$ cat src/rtl/systolic_feeder.sv
`default_nettype none
// ============================================================================
// Module      : systolic_feeder
// Description : Tile buffer and sequencer ahead of the systolic delay lines.
//               Loads a tile of DEPTH vectors over a valid/ready port. On
//               start, it streams the tile one vector per cycle, then drives
//               FLUSH_LEN zero vectors and pulses done.
//               Optional macro SYSTOLIC_FEEDER_REPLAY_EN adds a replay input.
//               When replay is high on the done edge, the tile is kept for
//               another stream.
// Revision    : 1.0 - initial release
// ============================================================================
module systolic_feeder #(
    parameter int DATA_SIZE = 16,
    parameter int SIZE      = 4,
    parameter int DEPTH     = 4,
    parameter int FLUSH_LEN = 4
) (
    input  logic                      clk,
    input  logic                      rst_n,
    input  logic [DATA_SIZE*SIZE-1:0] in_data,
    input  logic                      in_valid,
    output logic                      in_ready,
    input  logic                      start,
`ifdef SYSTOLIC_FEEDER_REPLAY_EN
    input  logic                      replay,
`endif
    output logic [DATA_SIZE*SIZE-1:0] bus_out,
    output logic                      out_valid,
    output logic                      done
);

    localparam int c_vec_w = DATA_SIZE * SIZE;
    localparam int c_max_n = (DEPTH > FLUSH_LEN) ? DEPTH : FLUSH_LEN;
    localparam int c_cnt_w = $clog2(c_max_n + 1);
    localparam int c_aw    = (DEPTH > 1) ? $clog2(DEPTH) : 1;
    localparam int c_mem_n = 1 << c_aw;

    localparam logic [c_cnt_w-1:0] c_one        = c_cnt_w'(1);
    localparam logic [c_cnt_w-1:0] c_depth      = c_cnt_w'(DEPTH);
    localparam logic [c_cnt_w-1:0] c_load_last  = c_cnt_w'(DEPTH - 1);
    localparam logic [c_cnt_w-1:0] c_flush_last = c_cnt_w'((FLUSH_LEN > 0) ? FLUSH_LEN - 1 : 0);

    localparam logic [1:0] c_st_load   = 2'd0;
    localparam logic [1:0] c_st_wait   = 2'd1;
    localparam logic [1:0] c_st_stream = 2'd2;
    localparam logic [1:0] c_st_flush  = 2'd3;

    logic [1:0]         r_state;
    logic [1:0]         w_state_next;
    logic [1:0]         w_done_state;
    logic [c_cnt_w-1:0] r_load_cnt;
    logic [c_cnt_w-1:0] w_load_cnt_next;
    logic [c_cnt_w-1:0] r_idx;
    logic [c_cnt_w-1:0] w_idx_next;
    logic [c_cnt_w-1:0] r_flush_cnt;
    logic [c_cnt_w-1:0] w_flush_cnt_next;
    logic [c_vec_w-1:0] w_bus_next;
    logic               w_valid_next;
    logic               w_done_next;
    logic               w_accept;
    logic [c_vec_w-1:0] r_mem [0:c_mem_n-1];

    // Ready depends only on the state and reset, never on in_valid.
    assign in_ready = rst_n && (r_state == c_st_load);
    assign w_accept = in_valid && in_ready;

    // Where the FSM lands after done: back to LOAD, or to WAIT to replay the held tile.
`ifdef SYSTOLIC_FEEDER_REPLAY_EN
    assign w_done_state = replay ? c_st_wait : c_st_load;
`else
    assign w_done_state = c_st_load;
`endif

    // State, counters and registered outputs.
    always_ff @(posedge clk) begin
        if (!rst_n) begin
            r_state     <= c_st_load;
            r_load_cnt  <= '0;
            r_idx       <= '0;
            r_flush_cnt <= '0;
            bus_out     <= '0;
            out_valid   <= 1'b0;
            done        <= 1'b0;
        end else begin
            r_state     <= w_state_next;
            r_load_cnt  <= w_load_cnt_next;
            r_idx       <= w_idx_next;
            r_flush_cnt <= w_flush_cnt_next;
            bus_out     <= w_bus_next;
            out_valid   <= w_valid_next;
            done        <= w_done_next;
        end
    end

    // Tile storage; contents are don't-care after reset, so it has no reset.
    always_ff @(posedge clk) begin
        if (w_accept) begin
            r_mem[r_load_cnt[c_aw-1:0]] <= in_data;
        end
    end

    // Next-state logic.
    always_comb begin
        w_state_next = r_state;
        case (r_state)
            c_st_load: begin
                if (w_accept && (r_load_cnt == c_load_last)) begin
                    w_state_next = c_st_wait;
                end
            end
            c_st_wait: begin
                if (start) begin
                    w_state_next = c_st_stream;
                end
            end
            c_st_stream: begin
                if (r_idx == c_depth) begin
                    w_state_next = (FLUSH_LEN == 0) ? w_done_state : c_st_flush;
                end
            end
            c_st_flush: begin
                if (r_flush_cnt == c_flush_last) begin
                    w_state_next = w_done_state;
                end
            end
            default: w_state_next = c_st_load;
        endcase
    end

    // Counter updates and next values of the registered outputs.
    always_comb begin
        w_load_cnt_next  = r_load_cnt;
        w_idx_next       = r_idx;
        w_flush_cnt_next = r_flush_cnt;
        w_bus_next       = '0;
        w_valid_next     = 1'b0;
        w_done_next      = 1'b0;
        case (r_state)
            c_st_load: begin
                if (w_accept) begin
                    w_load_cnt_next = (r_load_cnt == c_load_last) ? '0 : r_load_cnt + c_one;
                end
            end
            c_st_wait: begin
                if (start) begin
                    w_bus_next   = r_mem[0];
                    w_valid_next = 1'b1;
                    w_idx_next   = c_one;
                end
            end
            c_st_stream: begin
                // r_idx reaches DEPTH only after the last vector has been presented.
                if (r_idx == c_depth) begin
                    w_idx_next  = '0;
                    w_done_next = (FLUSH_LEN == 0);
                end else begin
                    w_bus_next   = r_mem[r_idx[c_aw-1:0]];
                    w_valid_next = 1'b1;
                    w_idx_next   = r_idx + c_one;
                end
            end
            c_st_flush: begin
                if (r_flush_cnt == c_flush_last) begin
                    w_flush_cnt_next = '0;
                    w_done_next      = 1'b1;
                end else begin
                    w_flush_cnt_next = r_flush_cnt + c_one;
                end
            end
            default: begin
                w_load_cnt_next = '0;
            end
        endcase
    end

endmodule
`default_nettype wire

$ cat config.mk
export PLATFORM = sky130hd
export DESIGN_NAME = systolic_feeder
export DESIGN_NICKNAME = d
export VERILOG_FILES = /design/src/rtl/systolic_feeder.sv
export SDC_FILE = /design/constraint.sdc
export NUM_CORES = 1
export LEC_CHECK = 0
export CAP_MARGIN = 30
export CELL_PAD_IN_SITES_DETAIL_PLACEMENT = 1
export CELL_PAD_IN_SITES_GLOBAL_PLACEMENT = 2
export CORE_MARGIN = 1
export CORE_UTILIZATION = 40
export DETAILED_ROUTE_END_ITERATION = 7
export GPL_ROUTABILITY_DRIVEN = 0
export GPL_TIMING_DRIVEN = 0
export PLACE_DENSITY = 0.71
export SLEW_MARGIN = 20
export SYNTH_ARGS = -nofsm -noshare
export SYNTH_HDL_FRONTEND = slang
export SYNTH_SLANG_ARGS = --single-unit
export TNS_END_PERCENT = 20
$ cat constraint.sdc
create_clock -name clk -period 8.3 [get_ports clk]
set_input_delay 1.245 -clock clk [delete_from_list [all_inputs] [get_ports clk]]
set_output_delay 1.245 -clock clk [all_outputs]
set_load 0.01 [all_outputs]
==> flow_summary.json <==
{
  "outcome": "finished clean",
  "grt_pass1_wl_mm": 38.1,
  "groute.usage.overall_pct": 16.4,
  "cts_num_sinks": 335,
  "finalSetupViolCount": 0,
  "grt_setup_unrepaired": "false",
  "cp_common_cell": "clkdlybuf4s50_1",
  "crit_chain": "clkdlybuf4s50_1, and2_1, clkdlybuf4s50_1",
  "synth_cells": 558,
  "area_growth_pct": 25.7,
  "final_core_util_pct": 51.7,
  "die_h_um": 175,
  "cts.htree.levels": 2,
  "final_max_slew_viol_count": 0,
  "start_util_pct": 41.1,
  "hpwl_mm": 14.9,
  "syn_area_per_cell_um2": 21.4,
  "clkLatencyLatePin_ns": 0.50,
  "wl_mm": 24.3,
  "total_power_mw": 3.98,
  "grt_max_degree": 40,
  "synth_fp_nets": 637,
  "rows": 62,
  "nets": 813,
  "cts_hold_buf": 0,
  "antenna_found_initial": 1,
  "ys_types": 28,
  "drc_errors": 0,
  "max_slew_margin_pct": 67.3,
  "finalHoldViolations": 0,
  "cts_resized": 0,
  "place_area_mm2": 0.0139,
  "power.density_mw_per_mm2": 266,
  "cp-end-kind": "primary output",
  "min_path_type": "register to register",
  "vdd_drop_max_v": 0.000181,
  "ys_seq_elements": 335,
  "dieArea_mm2": 0.0305,
  "required_ns": 7.05,
  "yosys_warnings": 0,
  "synth_area_mm2": 0.0119,
  "root_buffer": "clkbuf_16",
  "path_class": "primary input to primary output",
  "num_vias": 5850,
  "power.leakage_nw": 4.93,
  "cts_made_buffers": 36,
  "grt_pass1_vias": 6502,
  "cts_tree": "yes",
  "port_buffers": 134,
  "post_drt_wl_per_cell_um": 21.2,
  "drive_above_1_share_pct": 19.0,
  "timing.fmax_mhz": 264,
  "tightest_slew_ns": 0.491,
  "clk_pin_slew_ns": 0.06,
  "fin_crit_ns": 3.79,
  "drt_iter0_drc": 303,
  "antenna_left": 0,
  "vias_per_cell": 5.11,
  "cp_slowest_cell": "clkdlybuf4s50_1",
  "clockBufferDepth": 3,
  "arrival_ns": 2.55,
  "fin_crit_sh_pct": 45.7,
  "cts_setup_buffers": 0,
  "dr.pass1.iters": 6,
  "core_mm2": 0.0290,
  "ios": 135,
  "ys_seq_area_share_pct": 77.8,
  "setup_tns_ns": 0,
  "die-width_um": 175,
  "cp_max_fo": 7,
  "final_area_mm2": 0.0150,
  "start_kind": "primary input",
  "drv_cap": 0,
  "clock_skew_ns": 0.0138,
  "max_stage_delay_ns": 0.60,
  "grt_overflow_total": 0
}
[metal layers]
layer | GRT usage [%] | vias up | share of wire [%]
li1 | - | 2655 | -
met1 | 21.3 | 3031 | 43
met2 | 28.2 | 129 | 51
met3 | 2.74 | 35 | 4.2
met4 | 5.36 | 0 | 2.0
met5 | 0 | - | 0
[final timing paths]
kind                   to            from  slack, ns  cells past startpoint
max reg2reg  r_mem[3][26]      r_state[0]       6.02                      6
max              in_ready           rst_n       4.51                      3
min reg2reg          done  r_flush_cnt[2]       0.45                      1
min                  done  r_flush_cnt[2]       0.45                      1
[where the power goes]
group | switching, mW | leakage (nW) | internal [mW]
Combinational | 0.245 | 1.42 | 0.299
Sequential | 0.0305 | 2.96 | 1.90
Clock | 0.600 | 0.549 | 0.909
Total | 0.876 | 4.93 | 3.11
[cells in the final DEF (no fill, tap or decap), drive strengths merged, types with 6 or more instances in the layout]
cell,synthesis,layout
mux4,64,64
ha,11,11
clkinv,1,8
clkdlybuf4s50,0,134
a22o,64,64
edfxtp,256,256
dfxtp,79,79
buf,26,30
clkbuf,1,56
nand2,11,11
nor2,7,7
inv,7,7
and2,6,6
a21oi,6,6
[logic make-up (layout without fill, tap and decap cells)]
group / Yosys count / count (layout) / synth area share, %
and+or+nand+nor: 35 / 35 / 1.60
buffers and inverters: 35 / 236 / 1.74
muxes: 67 / 67 / 12.5
adders and majority gates: 11 / 11 / 1.15
AOI/OAI and AO/OA: 75 / 75 / 5.27
other: 0 / 1 / 0
DFF: 335 / 335 / 77.8
[critical path, delay by kind of cell]
| kind | cells | cell delay [ns] |
|---|---|---|
| and+or+nand+nor | 1 | 0.17 |
| buffers and inverters | 2 | 1.13 |
[state kept, by name, summed over array words and instances, names as in the netlist, named ones only]
| name | count |
|---|---|
| out_valid | 1 |
| r_state | 2 |
| r_idx | 3 |
| r_load_cnt | 3 |
| r_flush_cnt | 3 |
| done | 1 |
| r_mem | 256 |
| bus_out | 64 |
[cell type report]
cell class | count | area (um^2)
tap | 384 | 480
multi-input combinational | 188 | 2450
inverter | 8 | 30.0
sequential | 335 | 9270
clock buffer | 55 | 1060
buffer | 27 | 178
antenna | 1 | 2.50
fill | 2644 | 14000
clock inverter | 8 | 58.8
timing repair buffer | 138 | 1450
[per-stage QoR]
stage / std cells / hold slack, ns / worst slack, ns
after floorplan: 558 / 0.404 / 4.72
after global placement: 1076 / 0.420 / 2.67
after detailed placement: 1080 / 0.437 / 4.51
after CTS: 1143 / 0.452 / 4.50
after global routing: 1144 / 0.489 / 4.45
final: 1144 / 0.450 / 4.51
[synthesized netlist by cell type]
cell      count  area (um^2)
nand2_1      11         41.3
nor2_1        5         18.8
clkbuf_1      1         3.75
mux2i_1       2         20.0
inv_1         7         26.3
and2_1        6         37.5
nand4b_1      2         17.5
dfxtp_1      79         1580
a21oi_1       6         30.0
edfxtp_1    256         7690
buf_6         7         78.8
nand3_1       2         10.0
nor3_1        2         10.0
buf_2        19         95.1
a221oi_1      2         17.5
o31ai_1       1         7.51
nand2b_1      2         12.5
nor2_4        2         22.5
mux4_1        4          105
o21ai_0       1         5.00
and3_1        2         12.5
nor3b_1       1         7.51
ha_1         11          138
mux4_2       60         1350
a22o_1       64          561
mux2_2        1         11.3
clkinv_1      1         3.75
a21boi_0      1         7.51
(Power assumes the default switching activity.)
